===== config.mk =====
export PLATFORM = sky130hd
export DESIGN_NAME = el2_iccm_acc_ctl
export DESIGN_NICKNAME = d
export VERILOG_FILES = /design/src/rtl/el2_iccm_acc_ctl.sv
export SDC_FILE = /design/constraint.sdc
export NUM_CORES = 1
export LEC_CHECK = 0
export BUFFER_PORTS_ARGS = -buffer_cell sky130_fd_sc_hd__buf_4
export CAP_MARGIN = 5
export CORE_MARGIN = 1.5
export CORE_UTILIZATION = 40
export CTS_CLUSTER_SIZE = 20
export DETAILED_ROUTE_END_ITERATION = 8
export PLACE_DENSITY = 0.74
export SETUP_SLACK_MARGIN = 0.5
export SYNTH_ARGS = -nofsm -noshare
export SYNTH_HDL_FRONTEND = slang
export SYNTH_SLANG_ARGS = --single-unit

===== constraint.sdc =====
create_clock -name clk -period 19.2 [get_ports clk]
set_clock_uncertainty 0.2 [all_clocks]
set_input_delay 0.96 -clock clk [delete_from_list [all_inputs] [get_ports clk]]
set_output_delay 0.96 -clock clk [all_outputs]
set_load 0.05 [all_outputs]

===== src/rtl/el2_iccm_acc_ctl.sv =====
// el2_iccm_acc_ctl: ICCM port arbiter between IFU fetches and DMA, with
// single-bit ECC correction write-back of fetched/DMA read data.
module el2_iccm_acc_ctl #(
    parameter int ICCM_BITS     = 16,
    parameter int DMA_BURST_MAX = 3
) (
    input  logic                 clk,
    input  logic                 rst,
    input  logic                 ifu_rd_req,
    input  logic [ICCM_BITS-1:1] ifu_rd_addr,
    output logic                 ifu_gnt,
    input  logic                 dma_req,
    input  logic                 dma_write,
    input  logic [ICCM_BITS-1:1] dma_addr,
    input  logic [2:0]           dma_size,
    input  logic [77:0]          dma_wdata,
    output logic                 dma_gnt,
    input  logic                 ecc_sb_err,
    input  logic [77:0]          ecc_corr_data,
    input  logic                 core_ecc_disable,
    output logic [ICCM_BITS-1:1] iccm_rw_addr,
    output logic                 iccm_rden,
    output logic                 iccm_wren,
    output logic [2:0]           iccm_wr_size,
    output logic [77:0]          iccm_wr_data,
    output logic                 iccm_buf_correct_ecc,
    output logic                 iccm_correction_state,
    output logic                 rd_vld,
    output logic                 rd_owner
);
    typedef enum logic [1:0] {IDLE, CORR_HOLD, CORR_WR} state_t;

    state_t               state, next_state;
    logic [1:0]           dma_streak;
    logic [ICCM_BITS-1:1] rd_addr, corr_addr, addr_hold;
    logic [77:0]          corr_data, wdata_hold;
    logic                 ifu_pick, corr_start;

    // IFU wins only when DMA is idle or has used up its burst allowance
    assign ifu_pick = ifu_rd_req && (!dma_req || dma_streak == 2'(DMA_BURST_MAX));

    always_comb begin
        next_state            = state;
        ifu_gnt               = 1'b0;
        dma_gnt               = 1'b0;
        iccm_rden             = 1'b0;
        iccm_wren             = 1'b0;
        iccm_wr_size          = 3'd0;
        iccm_rw_addr          = addr_hold;
        iccm_wr_data          = wdata_hold;
        iccm_buf_correct_ecc  = 1'b0;
        iccm_correction_state = 1'b0;
        corr_start            = 1'b0;
        case (state)
            IDLE: begin
                ifu_gnt      = !rst && ifu_pick;
                dma_gnt      = !rst && dma_req && !ifu_pick;
                iccm_rden    = ifu_gnt || (dma_gnt && !dma_write);
                iccm_wren    = dma_gnt && dma_write;
                iccm_wr_size = iccm_wren ? dma_size : 3'd0;
                iccm_rw_addr = ifu_gnt ? ifu_rd_addr : dma_gnt ? dma_addr : addr_hold;
                iccm_wr_data = iccm_wren ? dma_wdata : wdata_hold;
                corr_start   = rd_vld && ecc_sb_err && !core_ecc_disable;
                next_state   = corr_start ? CORR_HOLD : IDLE;
            end
            CORR_HOLD: begin
                iccm_correction_state = 1'b1;
                next_state            = CORR_WR;
            end
            CORR_WR: begin
                iccm_wren             = 1'b1;
                iccm_wr_size          = 3'b011;
                iccm_rw_addr          = corr_addr;
                iccm_wr_data          = corr_data;
                iccm_buf_correct_ecc  = 1'b1;
                iccm_correction_state = 1'b1;
                next_state            = IDLE;
            end
            default: next_state = IDLE;
        endcase
    end

    always_ff @(posedge clk or posedge rst) begin
        if (rst) begin
            state      <= IDLE;
            dma_streak <= 2'd0;
            rd_vld     <= 1'b0;
            rd_owner   <= 1'b0;
            rd_addr    <= '0;
            corr_addr  <= '0;
            corr_data  <= '0;
            addr_hold  <= '0;
            wdata_hold <= '0;
        end else begin
            state      <= next_state;
            dma_streak <= (!ifu_rd_req || ifu_gnt) ? 2'd0 : dma_gnt ? dma_streak + 2'd1 : dma_streak;
            rd_vld     <= iccm_rden;
            addr_hold  <= iccm_rw_addr;
            wdata_hold <= iccm_wr_data;
            if (iccm_rden) begin
                rd_owner <= dma_gnt;
                rd_addr  <= iccm_rw_addr;
            end
            if (corr_start) begin
                corr_addr <= rd_addr;
                corr_data <= ecc_corr_data;
            end
        end
    end
endmodule


==> results.md <==
* Detail Route Antenna Nets at 0
* Fill cells at 2077
* Final nets at 1367
* Top cell type's share of synthesized area at 54.94%
* Final instance area at 12570 um^2
* Synth area leader: dfrtp_1
* WP data arrival at 3450 ps
* CTS Buffer Depth at 3
* Multi-input gate area at 3776 um^2
* Top Layer Used: met4
* Total GRT Usage at 22.39%
* Worst slew pin tran at 1137 ps
* Ratio of cells with drive above 1 in the final layout at 32.74%
* Clk sinks at 207
* GP Congestion at 0.7647
* DP Worst Slack at 14790 ps
* Register area at 5180 um^2
* Post-route setup slack at 14590 ps
* Maximum vdd drop at 70.84 uV
* Yosys warns at 0
* Top-level port count at 300
* Post-DP HPWL at 17540 um
* Pleak at 5.959 nW
* CP Launch Type: register
* Max frequency at 217.1 MHz
* Area contributors post-synth: dfrtp_1 55%, nand2_1 11%, mux2i_1 8.4%
* Die area at 24500 um^2
* Mapped Nets at 1101
* Seq/Total Area, Yosys at 54.94%
* Final setup viols at 0
* Clk slew on worst S/H paths at 60 ps
* Critical path peak fanout at 61
* Commonest non-fill, non-tap cells in the layout: 311 x buf_4, 282 x nand2_1, 207 x dfrtp_1
* Iter 0 DRT Violations at 500
* Cell Pwr Density at 128.8 nW/um^2
* # DRC at 0
* Wire per inst at 18.63 um
* Fin. Hold Viols at 0
* Overall Power at 1.619 mW
* Vias in the first global route at 8212
* Routed length on met3 at 2156 um
* Metal-1 WL at 11520 um
* Core ar. at 22920 um^2
* Antenna fix cells at 0
* CP required at 18040 ps
* Yosys reg bits at 207
* Placed cell count at 1454
* Num rows at 55
* GRT overflow at 0
* Largest net degree at the start of global routing at 131
* Setup Buffers After CTS at 0
* Starting Density at 41.15%
* Tmin final at 4606 ps
* Wire length on met2 at 13320 um
* Worst slew margin at 24.22%
* Max Slew Vio Count at 0
* Crit Path Class: reg -> out
* First-pass GRT wire length at 43610 um
* RSZ-0062 raised after global routing: no
* Status: completed
* Final Instance Count excl. Fillers at 1498
* Routed WL at 27910 um
* CTS buffer count at 24
* Clk_lat worst skew at 510 ps
* Syn Inst Count at 901
* Period utilisation layout at 23.99%
* Crit end category: primary output
* Hold Crit Class: reg -> reg
* Cts hold-fix bufs at 0
* Htree depth at 1
* Initial antenna violation count at 0
* Min Hold Slack at 256.9 ps
* Resize count post-CTS at 0
* Die Width at 156.5 um
* Synth cell types at 33
* Area Growth Syn to Fin at 33.27%
* 1st-pass router iterations at 8
* Chip Height at 156.5 um
* Max-cap violation count at 0
* I/O Buffers at 299
* Vias per cell at 5.270
* Commonest non-fill, non-tap cell in the layout: buf_4
* Vias at 7895
* TritonCTS clock tree: built
* Clock root buffer: clkbuf_16
* Synth Area per Inst at 10.47 um^2
* Placed cell areas at 11710 um^2
* Setup TNS at 0 ps
* Mapped Area at 9429 um^2
* Util after Layout at 54.83%
power breakdown:
| group | switching, mW | internal [mW] |
|---|---|---|
| sequential | 0.0636 | 0.550 |
| clock | 0.182 | 0.296 |
| combinational | 0.352 | 0.174 |
| total | 0.598 | 1.02 |
layer usage:
metal | vias to the layer above | track usage (%)
met5 | - | 0
met4 | 0 | 7.528
met3 | 59 | 5.594
met2 | 313 | 37.71
met1 | 3850 | 28.10
li1 | 3673 | -
layout make-up:
type | count | share of cell area [%]
clock buffers | 39 | 6.353
clock inverters | 5 | 0.4282
inverters | 6 | 0.2489
multi-input cells | 617 | 30.05
flip-flops and latches | 207 | 41.22
well taps | 313 | 3.117
repair buffers | 311 | 18.58
cells in the mapped netlist (all sizes together):
cell type	count
nand2	282
dfrtp	207
nor2	2
buf	30
nor3	3
nand4b	1
o31ai	15
and3	1
nor2b	3
nand2b	3
o21ba	1
ha	4
clkbuf	41
o32ai	15
mux2	15
a21oi	2
inv	6
a21o	1
and2	1
o21ai	93
mux2i	79
a31o	2
a22oi	94
worst max-delay path: stages, from the launching register on:
cell and delay [ps]:
dfrtp_1 350, inv_1 90, ha_4 320, nor2_4 790, buf_4 730, a22oi_1 150, o21ai_1 180, buf_4 250
sequential cells by signal (all words and copies together) (netlist names), 2 cells and up:
| name | cells |
|---|---|
| state | 2 |
| wdata_hold | 78 |
| corr_addr | 15 |
| corr_data | 78 |
| rd_addr | 15 |
| dma_streak | 2 |
| addr_hold | 15 |
kinds of logic (layout without fill, tap and decap cells):
logic type	after synthesis	count (layout)	synth area share (%)
adders and majority gates	4	4	0.5308
DFF	207	207	54.94
AOI/OAI and AO/OA	223	223	16.40
buffers and inverters	77	361	5.228
and+or+nand+nor	296	296	12.37
muxes	94	94	10.54
final timing paths:
kind | startpoint | to | slack, ps | depth (start not counted)
max | state[0]$_DFF_PP0_ | iccm_wr_data[8] | 14590 | 7
max in group asynchronous | rst | corr_data[49]$_DFFE_PP0P_ | 16710 | 3
min reg2reg | rd_addr[13]$_DFFE_PP0P_ | corr_addr[13]$_DFFE_PP0P_ | 260 | 2
max reg2reg | state[0]$_DFF_PP0_ | corr_data[30]$_DFFE_PP0P_ | 15940 | 9
min | rd_addr[13]$_DFFE_PP0P_ | corr_addr[13]$_DFFE_PP0P_ | 260 | 2
min in group asynchronous | rst | wdata_hold[75]$_DFF_PP0_ | 390 | 2
Power figures use the tool's default switching activity.
